$ cat config.mk
export PLATFORM = sky130hd
export DESIGN_NAME = spi_arbiter_flat
export DESIGN_NICKNAME = d
export VERILOG_FILES = /design/src/rtl/spi_arbiter_if.sv /design/src/rtl/spi_arbiter.sv /design/src/flat_wrapper.sv
export SDC_FILE = /design/constraint.sdc
export NUM_CORES = 1
export LEC_CHECK = 0
export ABC_AREA = 1
export CAP_MARGIN = 20
export CORE_ASPECT_RATIO = 1.4
export CORE_UTILIZATION = 50
export CTS_BUF_LIST = sky130_fd_sc_hd__clkbuf_2 sky130_fd_sc_hd__clkbuf_4 sky130_fd_sc_hd__clkbuf_8
export DETAILED_ROUTE_END_ITERATION = 8
export PLACE_DENSITY_LB_ADDON = 0.25
export SLEW_MARGIN = 5
export SYNTH_ARGS = -nofsm -noshare
export SYNTH_HDL_FRONTEND = slang
export SYNTH_SLANG_ARGS = --single-unit
$ cat constraint.sdc
create_clock -name clk -period 2.4 [get_ports clk]
set_clock_uncertainty 0.05 [all_clocks]
set_input_delay 0.36 -clock clk [delete_from_list [all_inputs] [get_ports clk]]
set_output_delay 0.36 -clock clk [all_outputs]
set_load 0.05 [all_outputs]
$ cat src/rtl/spi_arbiter_if.sv
// spi_arbiter_if: signal bundle between the two SPI requesters, the
// spi_arbiter and the shared spi_interface transaction engine.
//
// Signals:
//   req0/op0/len0      requester 0 request level, operation, byte count
//   gnt0/done0/err0    requester 0 grant, completion and abort pulses
//   req1/op1/len1      requester 1 request level, operation, byte count
//   gnt1/done1/err1    requester 1 grant, completion and abort pulses
//   work/op/len        start pulse and latched parameters to spi_interface
//   busy               spi_interface busy
//   sel                current or last owner, steers the FIFO muxes
//   active             high from grant through done
//
// Modports:
//   slave  - the arbiter's view
//   master - the environment's view (requesters + spi_interface)
interface spi_arbiter_if #(
    parameter int LEN_W = 16
);
    logic             req0;
    logic             op0;
    logic [LEN_W-1:0] len0;
    logic             gnt0;
    logic             done0;
    logic             err0;

    logic             req1;
    logic             op1;
    logic [LEN_W-1:0] len1;
    logic             gnt1;
    logic             done1;
    logic             err1;

    logic             work;
    logic             op;
    logic [LEN_W-1:0] len;
    logic             busy;
    logic             sel;
    logic             active;

    modport slave (
        input  req0, op0, len0, req1, op1, len1, busy,
        output gnt0, done0, err0, gnt1, done1, err1,
        output work, op, len, sel, active
    );

    modport master (
        output req0, op0, len0, req1, op1, len1, busy,
        input  gnt0, done0, err0, gnt1, done1, err1,
        input  work, op, len, sel, active
    );
endinterface

$ cat src/rtl/spi_arbiter.sv
// spi_arbiter: shares one spi_interface transaction engine between two
// requesters (0 = spi_fsm W5500 traffic, 1 = debug/check master).
// Round-robin arbitration, per-grant latching of op/len, FIFO mux select,
// and a busy-start watchdog so every grant ends with a done pulse.
//
// Ports:
//   clk  - system clock
//   rst  - asynchronous reset, active-high; aborts silently (no done)
//   bus  - spi_arbiter_if.slave: requester handshakes, work/op/len/busy
//          engine handshake, sel and active status
//
// All outputs are registered: gnt appears the cycle after the request is
// seen in IDLE, work one cycle after gnt, done in the DONE-state cycle.
module spi_arbiter #(
    parameter int LEN_W   = 16,
    parameter int TIMEOUT = 64
) (
    input  logic         clk,
    input  logic         rst,
    spi_arbiter_if.slave bus
);

    localparam int CNT_W = $clog2(TIMEOUT) + 1;

    typedef enum logic [2:0] {IDLE, START, WAIT_BUSY, RUN, DONE} state_t;

    state_t           state_q, state_d;
    logic [CNT_W-1:0] cnt_q, cnt_d;
    logic             ptr_q, ptr_d;     // favoured requester on contention
    logic             sel_q, sel_d;
    logic             op_q, op_d;
    logic [LEN_W-1:0] len_q, len_d;
    logic [1:0]       gnt_q, gnt_d;
    logic [1:0]       done_q, done_d;
    logic [1:0]       err_q, err_d;
    logic             work_q, work_d;
    logic             active_q, active_d;
    logic             win_idx;

    always_ff @(posedge clk or posedge rst) begin
        if (rst) begin
            state_q  <= IDLE;
            cnt_q    <= '0;
            ptr_q    <= 1'b0;
            sel_q    <= 1'b0;
            op_q     <= 1'b0;
            len_q    <= '0;
            gnt_q    <= '0;
            done_q   <= '0;
            err_q    <= '0;
            work_q   <= 1'b0;
            active_q <= 1'b0;
        end else begin
            state_q  <= state_d;
            cnt_q    <= cnt_d;
            ptr_q    <= ptr_d;
            sel_q    <= sel_d;
            op_q     <= op_d;
            len_q    <= len_d;
            gnt_q    <= gnt_d;
            done_q   <= done_d;
            err_q    <= err_d;
            work_q   <= work_d;
            active_q <= active_d;
        end
    end

    always_comb begin
        state_d  = state_q;
        cnt_d    = cnt_q;
        ptr_d    = ptr_q;
        sel_d    = sel_q;
        op_d     = op_q;
        len_d    = len_q;
        gnt_d    = '0;
        done_d   = '0;
        err_d    = '0;
        work_d   = 1'b0;
        active_d = active_q;
        win_idx  = 1'b0;

        case (state_q)
            IDLE: begin
                if (bus.req0 || bus.req1) begin
                    // Contention goes to the pointer; otherwise the sole requester wins.
                    win_idx        = (bus.req0 && bus.req1) ? ptr_q : bus.req1;
                    sel_d          = win_idx;
                    op_d           = win_idx ? bus.op1  : bus.op0;
                    len_d          = win_idx ? bus.len1 : bus.len0;
                    gnt_d[win_idx] = 1'b1;
                    active_d       = 1'b1;
                    state_d        = START;
                end
            end
            START: begin
                if (len_q == '0) begin
                    // Empty transfer: complete without touching the engine.
                    done_d[sel_q] = 1'b1;
                    state_d       = DONE;
                end else begin
                    work_d  = 1'b1;
                    cnt_d   = '0;
                    state_d = WAIT_BUSY;
                end
            end
            WAIT_BUSY: begin
                if (bus.busy) begin
                    state_d = RUN;
                end else if (cnt_q == CNT_W'(TIMEOUT - 1)) begin
                    done_d[sel_q] = 1'b1;
                    err_d[sel_q]  = 1'b1;
                    state_d       = DONE;
                end else if (cnt_q != {CNT_W{1'b1}}) begin
                    cnt_d = cnt_q + 1'b1;
                end
            end
            RUN: begin
                if (!bus.busy) begin
                    done_d[sel_q] = 1'b1;
                    state_d       = DONE;
                end
            end
            DONE: begin
                // sel is left alone so the FIFO muxes stay put between owners.
                active_d = 1'b0;
                ptr_d    = ~sel_q;
                state_d  = IDLE;
            end
            default: state_d = IDLE;
        endcase
    end

    assign bus.gnt0   = gnt_q[0];
    assign bus.gnt1   = gnt_q[1];
    assign bus.done0  = done_q[0];
    assign bus.done1  = done_q[1];
    assign bus.err0   = err_q[0];
    assign bus.err1   = err_q[1];
    assign bus.work   = work_q;
    assign bus.op     = op_q;
    assign bus.len    = len_q;
    assign bus.sel    = sel_q;
    assign bus.active = active_q;

endmodule

$ cat src/flat_wrapper.sv
// flat-port wrapper written by rule: the top's interface ports become plain ports
module spi_arbiter_flat 
#(
    parameter int LEN_W   = 16,
    parameter int TIMEOUT = 64
)
  (clk, rst, bus_req0, bus_op0, bus_len0, bus_req1, bus_op1, bus_len1, bus_busy, bus_gnt0, bus_done0, bus_err0, bus_gnt1, bus_done1, bus_err1, bus_work, bus_op, bus_len, bus_sel, bus_active);
  spi_arbiter_if #(.LEN_W(LEN_W)) bus_i ();
  input  logic clk;
  input  logic rst;
  input wire logic [$bits(bus_i.req0)-1:0] bus_req0;
  input wire logic [$bits(bus_i.op0)-1:0] bus_op0;
  input wire logic [$bits(bus_i.len0)-1:0] bus_len0;
  input wire logic [$bits(bus_i.req1)-1:0] bus_req1;
  input wire logic [$bits(bus_i.op1)-1:0] bus_op1;
  input wire logic [$bits(bus_i.len1)-1:0] bus_len1;
  input wire logic [$bits(bus_i.busy)-1:0] bus_busy;
  output wire logic [$bits(bus_i.gnt0)-1:0] bus_gnt0;
  output wire logic [$bits(bus_i.done0)-1:0] bus_done0;
  output wire logic [$bits(bus_i.err0)-1:0] bus_err0;
  output wire logic [$bits(bus_i.gnt1)-1:0] bus_gnt1;
  output wire logic [$bits(bus_i.done1)-1:0] bus_done1;
  output wire logic [$bits(bus_i.err1)-1:0] bus_err1;
  output wire logic [$bits(bus_i.work)-1:0] bus_work;
  output wire logic [$bits(bus_i.op)-1:0] bus_op;
  output wire logic [$bits(bus_i.len)-1:0] bus_len;
  output wire logic [$bits(bus_i.sel)-1:0] bus_sel;
  output wire logic [$bits(bus_i.active)-1:0] bus_active;
  assign bus_i.req0 = bus_req0;
  assign bus_i.op0 = bus_op0;
  assign bus_i.len0 = bus_len0;
  assign bus_i.req1 = bus_req1;
  assign bus_i.op1 = bus_op1;
  assign bus_i.len1 = bus_len1;
  assign bus_i.busy = bus_busy;
  assign bus_gnt0 = bus_i.gnt0;
  assign bus_done0 = bus_i.done0;
  assign bus_err0 = bus_i.err0;
  assign bus_gnt1 = bus_i.gnt1;
  assign bus_done1 = bus_i.done1;
  assign bus_err1 = bus_i.err1;
  assign bus_work = bus_i.work;
  assign bus_op = bus_i.op;
  assign bus_len = bus_i.len;
  assign bus_sel = bus_i.sel;
  assign bus_active = bus_i.active;
  spi_arbiter #(.LEN_W(LEN_W), .TIMEOUT(TIMEOUT)) u_core (.clk(clk), .rst(rst), .bus(bus_i));
endmodule
==> results.md <==
- Top Layer Used: met4
- Met2 WL post-DR: 2.26 mm
- Final setup violation count: 0
- Final min period: 1950 ps
- Distinct cells, synth: 29
- Xor and xnor area share after synthesis: 1.38%
- Clk slew on worst S/H paths: 70 ps
- RSZ-0062 raised after global routing: false
- Synth Area in Simple Gates: 35.3%
- Stages on the worst setup path: 1
- Vias: ~1,800
- Pwr/cell area: 1260 mW/mm^2
- Area added between synthesis and finish: 39.7%
- Min-delay worst type: input pin to async pin
- CP Class: flop to primary output
- Post-CTS Resized: 0
- HPWL after detailed placement: 3.08 mm
- Row cnt: 26
- Highest-count cells in the layout ignoring fill and taps: nand2_1, clkdlybuf4s50_1, nor2_1, dfrtp_1, o21ai_0
- Critical Path AT: 1540 ps
- Hold buffers post-CTS: 0
- CP Cell Sequence: clkdlybuf4s50_1
- Non-Filler Instances: 353
- Status: finished clean
- Vias in the first global route: 1,712
- CP top delay family: buffers and inverters
- Initial Utilization: a little over half
- Met3 Wirelength: 183 um
- Crit. End Element: primary output
- Die H: about 75 um
- Initial DRT Pass Iterations: 4
- DR WL/cell: around 12 um
- Number of port buffers: 64
- # H-tree levels: 2
- I/O pin total: 65
- Syn_area_per_cell: 7.86 um^2
- Die W: between 50 and 60 um
- GP Congestion: 0.761
- Final hold vios: 0
- Multiplexer share of the synthesized area: 0%
- Place WS: 566 ps
- Post-route ant nets: 0
- Syn nets: about 280
- Clock buffer depth: 2
- Commonest non-fill, non-tap cell in the layout: nand2_1
- Die area: 0.00408 mm^2
- Max_slew headroom: ~63%
- Peak supply drop: 0.00104 V
- Synth Area in Compound Gates: under 10%
- Core Area: 0.00364 mm^2
- Sequential-to-total area share from yosys stat: 48.5%
- YS warnings: 0
- Setup tns final: 0 ps
- Crit-path max cell delay: 830 ps
- Largest net degree at the start of global routing: 39
- Clock Root Buffer: clkbuf_8
- Buf+Inv Stages, Crit Path: 1
- First-pass GRT wire length: 7.23 mm
- Gr usage total: between 20% and 30%
- Final #Nets: 350
- Initial antenna violation count: 0
- Post-synth EDFFs: 0
- Required time worst endpoint: 1990 ps
- Static Leak: 1.31 nW
- FFs w/ async S/R, synth: 100%
- Top_reg_cell synth: dfrtp_1
- Synthesized instance count: 243
- Routed WL: about 4.2 mm
- Top cell type's share of synthesized area: 48.5%
- CTS tree: yes
- Synth Area in Adders: 0.655%
- Setup ws final: approximately 450 ps
- Met1 wire length: 1.67 mm
- Vias/cell: 5.11
- Reg2reg path depth: 6
- Largest family of logic cells by synthesized area: simple AND/OR/NAND/NOR gates
- Syn Std Cell Area: around 0.0019 mm^2
- Yosys top cell by area: dfrtp_1
- Max Freq: approximately 500 MHz
- Power consumption: 3.35 mW
- Dpl cells: 345
- MaxCap Viol Count: 0
- Final Util: between 70 and 80%
- Num CTS Buffers: 5
- Clk_lat worst skew: roughly 290 ps
- Critical Path Source Type: flop
- # DRC: 0
- CTS sink count: 37
- Period utilisation layout: 81.3%
- Synth top area cells: dfrtp_1, nand2_1, nor2_1
- Slowest-stage cell, CP: clkdlybuf4s50_1
- DRC marker count from the first detailed-route iteration: 30
- Diodes inserted: 0
- Flops & latches, synth: 37
- Layout cell share with drive strength beyond 1: 8.36%
- Crit path max fanout: 5
- Max Slew Vio Count: 0
- Post-CTS Setup Bufs: 0
- Gr ovfl total: 0
- Slew @ Worst Pin: about 550 ps
-- kinds of logic after synthesis --
logic type / count (synthesis)
buffers and inverters: 22
AND/OR/NAND/NOR: 153
XOR/XNOR: 3
flip-flops: 37
AO/OA/AOI/OAI: 27
adder cells (fa/ha/maj): 1
-- worst paths after layout --
kind | startpoint | endpoint | slack, ps
min | rst | u_core.gnt_q[0]$_DFF_PP0_ | 410
max in group asynchronous | rst | u_core.bus.len[5]$_DFFE_PP0P_ | 1560
max | u_core.bus.sel$_DFFE_PP0P_ | bus_sel | 450
min reg2reg | u_core.bus.op$_DFFE_PP0P_ | u_core.bus.op$_DFFE_PP0P_ | 460
min in group clk | u_core.bus.op$_DFFE_PP0P_ | u_core.bus.op$_DFFE_PP0P_ | 460
max reg2reg | u_core.cnt_q[0]$_DFFE_PP0P_ | u_core.cnt_q[4]$_DFFE_PP0P_ | 850
-- per-stage QoR --
step / hold WS [ps] / cell area (um^2)
after detailed placement: 435 / 2570
after CTS: 441 / 2670
final: 412 / 2670
after global routing: 471 / 2670
after floorplan: 383 / 1910
after global placement: 422 / 2570
-- power by group --
group	total [mW]	switching, mW	internal, mW
registers	1.05	0.196	0.849
clock network	0.475	0.216	0.259
logic	1.83	1.22	0.609
-- cells in the mapped netlist (2+ instances only) --
cell type / number
a21oi_1: 2
buf_6: 3
inv_2: 2
nand4_1: 2
nand2_1: 67
nor2_2: 2
nand3_1: 14
inv_1: 14
xor2_1: 2
o21ai_1: 2
nand2_4: 4
nor2_1: 58
o21ai_0: 19
dfrtp_1: 37
-- per-layer routing --
layer	vias to the layer above	global-route usage [%]
met2	45	42.4
met3	8	6.26
met1	856	28.4
li1	894	-
met4	0	11.4
met5	-	0
-- state kept, by name (all words and copies together), names as in the netlist, 2 cells and up --
register and cells:
u_core.done_q 2, u_core.err_q 2, u_core.cnt_q 7, u_core.gnt_q 2, u_core.bus.len 16, u_core.state_q 3
-- layout make-up --
type                       instances  area [um^2]
inverter                          16         60.1
sequential                        37          926
multi-input combinational        184          873
timing repair buffer              66          656
tap                               42         52.6
clock inverter                     1         5.00
fill                             270          975
clock buffer                       7         96.3
(Power assumes the default switching activity.)
